==> src/rtl/driver_cell_ctrl_pkg.sv <==
// Shared types and default geometry for the segmented DAC driver-cell controller.
package driver_cell_ctrl_pkg;

   localparam int DEF_N_BIN      = 7;
   localparam int DEF_N_THERM    = 17;
   localparam int DEF_CODE_W     = 12;
   localparam int DEF_CODE_MAX   = 2303;
   localparam int DEF_IDLE_CODE  = 1152;
   localparam int DEF_SETTLE_CYC = 16;

   typedef enum logic [1:0] {
      ST_OFF   = 2'd0,
      ST_PWRUP = 2'd1,
      ST_RUN   = 2'd2,
      ST_PWRDN = 2'd3
   } ctrl_state_t;

   typedef logic [DEF_N_THERM-1:0] therm_t;
   typedef logic [DEF_N_BIN-1:0]   bin_t;

endpackage

==> src/rtl/driver_cell_seg_enc.sv <==
// Combinational segmented encoder: saturates a code at full scale, then splits it
// into a thermometer MSB field and a binary LSB field.
module driver_cell_seg_enc
   import driver_cell_ctrl_pkg::*;
#(
   parameter int N_BIN    = DEF_N_BIN,
   parameter int N_THERM  = DEF_N_THERM,
   parameter int CODE_W   = DEF_CODE_W,
   parameter int CODE_MAX = DEF_CODE_MAX
) (
   input  logic [CODE_W-1:0]  code,
   output logic [N_THERM-1:0] therm,
   output logic [N_BIN-1:0]   bin
);

   localparam logic [CODE_W-1:0] MAX_C = CODE_W'(CODE_MAX);

   logic [CODE_W-1:0] w_c;
   logic [CODE_W-1:0] w_t;

   assign w_c = (code > MAX_C) ? MAX_C : code;
   assign w_t = w_c >> N_BIN;
   assign bin = w_c[N_BIN-1:0];

   always_comb begin
      therm = '0;
      for (int i = 0; i < N_THERM; i++) begin
         therm[i] = (CODE_W'(i) < w_t);
      end
   end

endmodule

==> src/rtl/driver_cell_ctrl.sv <==
// Power sequencing, sample intake and registered line drive for the DAC driver cell.
module driver_cell_ctrl
   import driver_cell_ctrl_pkg::*;
#(
   parameter int N_BIN      = DEF_N_BIN,
   parameter int N_THERM    = DEF_N_THERM,
   parameter int CODE_W     = DEF_CODE_W,
   parameter int CODE_MAX   = DEF_CODE_MAX,
   parameter int IDLE_CODE  = DEF_IDLE_CODE,
   parameter int SETTLE_CYC = DEF_SETTLE_CYC
) (
   input  logic               clk,
   input  logic               rst,
   input  logic               en,
   input  logic               supply_ok,
   input  logic [CODE_W-1:0]  sample_in,
   input  logic               sample_valid,
   output logic               sample_ready,
   output logic [N_BIN-1:0]   datain,
   output logic [N_BIN-1:0]   datainb,
   output logic [N_THERM-1:0] datatherm,
   output logic [N_THERM-1:0] datathermb,
   output logic               pdb,
   output logic [1:0]         state_o,
   output logic               sat,
   output logic               fault,
   output logic [15:0]        underflow_cnt,
   input  logic               clr_flags
);

   localparam int CNT_W = $clog2(SETTLE_CYC + 1);
   localparam logic [CNT_W-1:0] CNT_LAST = CNT_W'(SETTLE_CYC - 1);

   ctrl_state_t        r_state;
   ctrl_state_t        w_next;
   logic [CNT_W-1:0]   r_cnt;
   logic [CNT_W-1:0]   w_cnt_next;
   logic               w_accept;
   logic               w_underrun;
   logic               w_over;
   logic [CODE_W-1:0]  w_code;
   logic [N_THERM-1:0] w_therm;
   logic [N_BIN-1:0]   w_bin;

   assign w_accept   = sample_ready && sample_valid;
   assign w_underrun = (r_state == ST_RUN) && !w_accept;
   assign w_over     = sample_in > CODE_W'(CODE_MAX);
   assign w_code     = (w_next == ST_RUN) ? sample_in : CODE_W'(IDLE_CODE);
   assign state_o    = r_state;

   driver_cell_seg_enc #(
      .N_BIN    (N_BIN),
      .N_THERM  (N_THERM),
      .CODE_W   (CODE_W),
      .CODE_MAX (CODE_MAX)
   ) u_enc (
      .code  (w_code),
      .therm (w_therm),
      .bin   (w_bin)
   );

   always_comb begin
      w_next     = r_state;
      w_cnt_next = r_cnt;
      case (r_state)
         ST_OFF: begin
            if (en && supply_ok) begin
               w_next     = ST_PWRUP;
               w_cnt_next = '0;
            end
         end
         ST_PWRUP: begin
            if (!en) begin
               w_next     = ST_PWRDN;
               w_cnt_next = '0;
            end else if (r_cnt == CNT_LAST) begin
               w_next = ST_RUN;
            end else begin
               w_cnt_next = r_cnt + 1'b1;
            end
         end
         ST_RUN: begin
            if (!en) begin
               w_next     = ST_PWRDN;
               w_cnt_next = '0;
            end
         end
         default: begin
            if (r_cnt == CNT_LAST) begin
               w_next = ST_OFF;
            end else begin
               w_cnt_next = r_cnt + 1'b1;
            end
         end
      endcase
      // A supply fault overrides every other transition.
      if (r_state != ST_OFF && !supply_ok) begin
         w_next = ST_OFF;
      end
   end

   always_ff @(posedge clk) begin
      if (rst) begin
         r_state <= ST_OFF;
         r_cnt   <= '0;
      end else begin
         r_state <= w_next;
         r_cnt   <= w_cnt_next;
      end
   end

   // Line drive follows the state being entered so outputs are aligned with state_o.
   always_ff @(posedge clk) begin
      if (rst) begin
         sample_ready <= 1'b0;
         pdb          <= 1'b0;
         datain       <= '0;
         datainb      <= '1;
         datatherm    <= '0;
         datathermb   <= '1;
      end else begin
         sample_ready <= (w_next == ST_RUN);
         case (w_next)
            ST_OFF: begin
               pdb        <= 1'b0;
               datain     <= '0;
               datainb    <= '1;
               datatherm  <= '0;
               datathermb <= '1;
            end
            ST_RUN: begin
               pdb <= 1'b1;
               if (w_accept) begin
                  datain     <= w_bin;
                  datainb    <= ~w_bin;
                  datatherm  <= w_therm;
                  datathermb <= ~w_therm;
               end
            end
            default: begin
               pdb        <= 1'b1;
               datain     <= w_bin;
               datainb    <= ~w_bin;
               datatherm  <= w_therm;
               datathermb <= ~w_therm;
            end
         endcase
      end
   end

   // Sticky flags: a set event in the same cycle as clr_flags survives the clear.
   always_ff @(posedge clk) begin
      if (rst) begin
         sat           <= 1'b0;
         fault         <= 1'b0;
         underflow_cnt <= '0;
      end else begin
         if (w_accept && w_over) begin
            sat <= 1'b1;
         end else if (clr_flags) begin
            sat <= 1'b0;
         end
         if (r_state != ST_OFF && !supply_ok) begin
            fault <= 1'b1;
         end else if (clr_flags) begin
            fault <= 1'b0;
         end
         if (clr_flags) begin
            underflow_cnt <= w_underrun ? 16'd1 : 16'd0;
         end else if (w_underrun && underflow_cnt != 16'hFFFF) begin
            underflow_cnt <= underflow_cnt + 16'd1;
         end
      end
   end

endmodule

==> config.mk <==
export PLATFORM = sky130hd
export DESIGN_NAME = driver_cell_ctrl
export DESIGN_NICKNAME = d
export VERILOG_FILES = /design/src/rtl/driver_cell_ctrl_pkg.sv /design/src/rtl/driver_cell_seg_enc.sv /design/src/rtl/driver_cell_ctrl.sv
export SDC_FILE = /design/constraint.sdc
export NUM_CORES = 1
export LEC_CHECK = 0
export BUFFER_PORTS_ARGS = -buffer_cell sky130_fd_sc_hd__buf_2
export CAP_MARGIN = 10
export CORE_MARGIN = 10
export CORE_UTILIZATION = 40
export DETAILED_ROUTE_END_ITERATION = 8
export PLACE_DENSITY = 0.7
export SETUP_SLACK_MARGIN = 0.5
export SLEW_MARGIN = 25
export SYNTH_ARGS = -nofsm -noshare
export SYNTH_HDL_FRONTEND = slang
export SYNTH_SLANG_ARGS = --single-unit
==> constraint.sdc <==
create_clock -name clk -period 3.3 [get_ports clk]
set_input_delay 0 -clock clk [delete_from_list [all_inputs] [get_ports clk]]
set_output_delay 0 -clock clk [all_outputs]
set_load 0.005 [all_outputs]
==> run_results.csv <==
group,metric,value,unit
run_status,status,"finished clean",
timing,fin_ws,0.844,ns
synthesis,synth_top_family_by_area,"compound AO/OA/AOI/OAI gates",
floorplanning,row_count,32,
timing,post-route-period-util,74.4,%
layout,ff_latch_area,1500,um2
global_route,grt.overflow.total,0,
setup_path,path_max_fanout,16,
placed_design,placed_cells,521,
setup_path,end_kind,"flip-flop",
layout,stdcell_area,4080,um2
global_route,grt_usage,15.1,%
timing,fin_tns_setup,0,ns
clock_tree,cts_buffers,9,
worst_hold_path,min-delay-start,"sample_in[9]",
power,pwr-share-comb,6.0,%
timing,relSlewSlack,56.2,%
floorplanning,die_area,12100,um2
power,netSwitchingFraction,24.1,%
setup_path,r2r-start,"r_cnt[0]$_SDFFE_PP0P_",
synthesis,yosys_warnings,0,
clock_tree,root_buffer,"clkbuf_8",
placed_design,place_area,3760,um2
timing,rsz0062_at_grt,"false",
timing,worstMarginPinSlew,0.647,ns
clock_tree,cts_buffer_depth,2,
synthesis,synth_top_flop_cell,"dfxtp_1",
setup_path,cp.arrival,2.70,ns
synthesis,synth_compound_area_share,27.2,%
clock_tree,post_cts_buffers,0,
worst_hold_path,min_path_type,"input pin to flip-flop",
layout,instances_no_fill,549,
placed_design,dp_slack,0.855,ns
floorplanning,start_util,41.5,%
timing,maxSlewViolCount,0,
routing,drt_pass1_iterations,4,
setup_path,worstSetupPathType,"flip-flop to flip-flop",
synthesis,syn_area_per_cell,9.30,um2
power,power.switching,0.428,mW
synthesis,synth_fp_nets,368,
synthesis,synthCells,348,
placed_design,gp_congestion,0.824,
floorplanning,io_pins,88,
power,internal_power,1.35,mW
setup_path,cp.required,3.54,ns
routing,drtIter0Drc,153,
global_route,grt_max_degree,25,
clock_tree,clkTransAtPathRegs,0.08,ns
synthesis,synth_cell_types,55,
timing,setup_viol,0,
power,power_leakage,1.57,nW
global_route,grt_pass1_vias,2930,
synthesis,synth_area,3240,um2
layout,syn_to_final_growth,26.0,%
layout,nets,461,
setup_path,cp-startpoint,"r_cnt[0]$_SDFFE_PP0P_",
synthesis,ys_ff_latch,75,
timing,final-hold-violation-count,0,
synthesis,synth_seq_area_share,46.4,%
clock_tree,h-tree-depth,3,
power,seq_power_share,52.5,%
power,p_clk_share,41.5,%
timing,holdWs,0.0666,ns
floorplanning,core,7810,um2
timing,finalCriticalPeriod,2.46,ns
routing,wl,9130,um
power,powerDensity,435,nW/um2
floorplanning,die_x,110,um
layout,nFillCells,729,
routing,routedWlPerCell,16.6,um
routing,drc,0,
placed_design,port_buffers,87,
timing,fin_worst_skew,0.0173,ns
timing,clock.fmax,407,MHz
floorplanning,die_h,110,um
layout,most-common-layout-cells,"buf_2 (87), dfxtp_1 (75), nand3_1 (29), a21oi_1 (25), nand2_1 (23)",
run,cap_viol_max_count,0,
power,irDropWorstVdd,0.269,mV
layout,drive_gt1_share,30.5,%
synthesis,synth_edf_count,0,
synthesis,async_reset_ff_share,0,%
routing,via_count,3101,
clock_tree,clock_sinks,75,
routing,ant_nets,0,
global_route,grt_pass1_wl,14800,um
routing,via_per_inst,5.65,
setup_path,start_kind,"flip-flop",
clock_tree,insertion_delay,0.36,ns
clock_tree,cts_tree,"built",
synthesis,synth_xor_area_share,0.271,%
synthesis,synth-simple-area-share,20.6,%
layout,final_common_cell,"buf_2",
placed_design,dp_hpwl,6730,um
synthesis,muxShareOfSynthArea,1.01,%
global_route,antenna_found_initial,1,
synthesis,synthAdderAreaFrac,0.773,%
layout,multi_input_area,1610,um2
## path summary, 6_finish.rpt
| check | endpoint | slack [ns] | depth (start not counted) |
|---|---|---|---|
| worst max-delay path | datain[3]$_SDFFE_PP0P_ | 0.84 | 5 |
| worst min-delay path | datathermb[3]$_SDFFE_PP1P_ | 0.07 | 3 |
| worst max register to register | datain[3]$_SDFFE_PP0P_ | 0.84 | 5 |
| worst min register to register | fault$_SDFFE_PP0P_ | 0.47 | 2 |
## sequential cells by signal, indices dropped and copies added (netlist names)
signal	cells
pdb	1
r_cnt	5
fault	1
datathermb	17
datatherm	17
datainb	7
state_o	2
datain	7
underflow_cnt	16
sat	1
sample_ready	1
## critical path, cell delays in order, from the launching register on
cell and delay [ns]:
dfxtp_1 0.37, ha_1 0.25, nand4b_1 0.34, o31ai_2 0.53, nand2_1 0.44, o221a_2 0.41
## cell type report
type | count | area share [%]
clock inverters | 6 | 1.75
repair buffers | 107 | 15.0
multi-input cells | 245 | 39.6
flip-flops and latches | 75 | 36.8
inverters | 3 | 0.276
diodes | 1 | 0.0613
well taps | 102 | 3.13
clock buffers | 10 | 3.37
## cells by family (layout without fill, tap and decap cells)
kind of cell / Yosys count / in the layout
AND/OR/NAND/NOR: 120 / 120
AO/OA/AOI/OAI: 119 / 119
flip-flops: 75 / 75
buffers and inverters: 28 / 126
multiplexers: 3 / 3
adder cells (fa/ha/maj): 2 / 2
XOR/XNOR: 1 / 1
other: 0 / 1
## synthesized netlist by cell type, types with 2 or more instances
cell type  instances  share of area, %
a211oi_1           4              0.93
a21oi_1           25               3.9
a22o_1             6               1.6
a2bb2oi_1          6               1.6
a31oi_1            3              0.58
and2_1             3              0.58
and4_1             2              0.54
buf_2              6              0.93
clkbuf_1          17               2.0
dfxtp_1           75                46
ha_1               2              0.77
inv_1              3              0.35
mux2_2             2              0.70
nand2_1           23               2.7
nand2b_1           4              0.77
nand3_1           29               4.5
nand4_1            4              0.77
nand4b_1           4               1.1
nor2_1            12               1.4
nor2b_1            3              0.58
nor3_1             5              0.77
nor4_1             4              0.77
o211ai_1          14               3.2
o21a_1             2              0.46
o21ai_0           17               2.6
o21bai_1           2              0.46
o221a_2           14               4.9
o22a_1             2              0.54
o22ai_1            2              0.39
o31ai_1           11               2.6
or2_2              2              0.39
or3_1              6               1.2
or4_1             12               2.8
## per-stage QoR
stage / total power [mW] / util, %
detailed placement: 1.05 / 48.1
global route: 1.84 / 52.2
finish: 1.77 / 52.2
CTS: 1.79 / 52.2
global placement: 1.05 / 48.1
floorplan: 1.00 / -
## repair_timing
action                                 CTS  global route
hold buffers                            11             0
endpoints found under the hold margin   19             0
resized for setup                        0             0
## routing by layer
metal	vias to the layer above	share of wire (%)	GRT usage (%)
li1	1550	-	-
met1	1449	45	19.1
met2	95	45	22.6
met3	7	9.4	6.32
met4	0	1.0	5.02
met5	-	0	0
## power by group through the flow
stage	Clock, mW	Sequential [mW]	Combinational, mW
global route	0.792	0.934	0.118
floorplan	0	0.951	0.0515
detailed placement	0	0.952	0.0959
finish	0.736	0.931	0.107
global placement	0	0.951	0.0950
CTS	0.752	0.931	0.107
(Power assumes the default switching activity.)
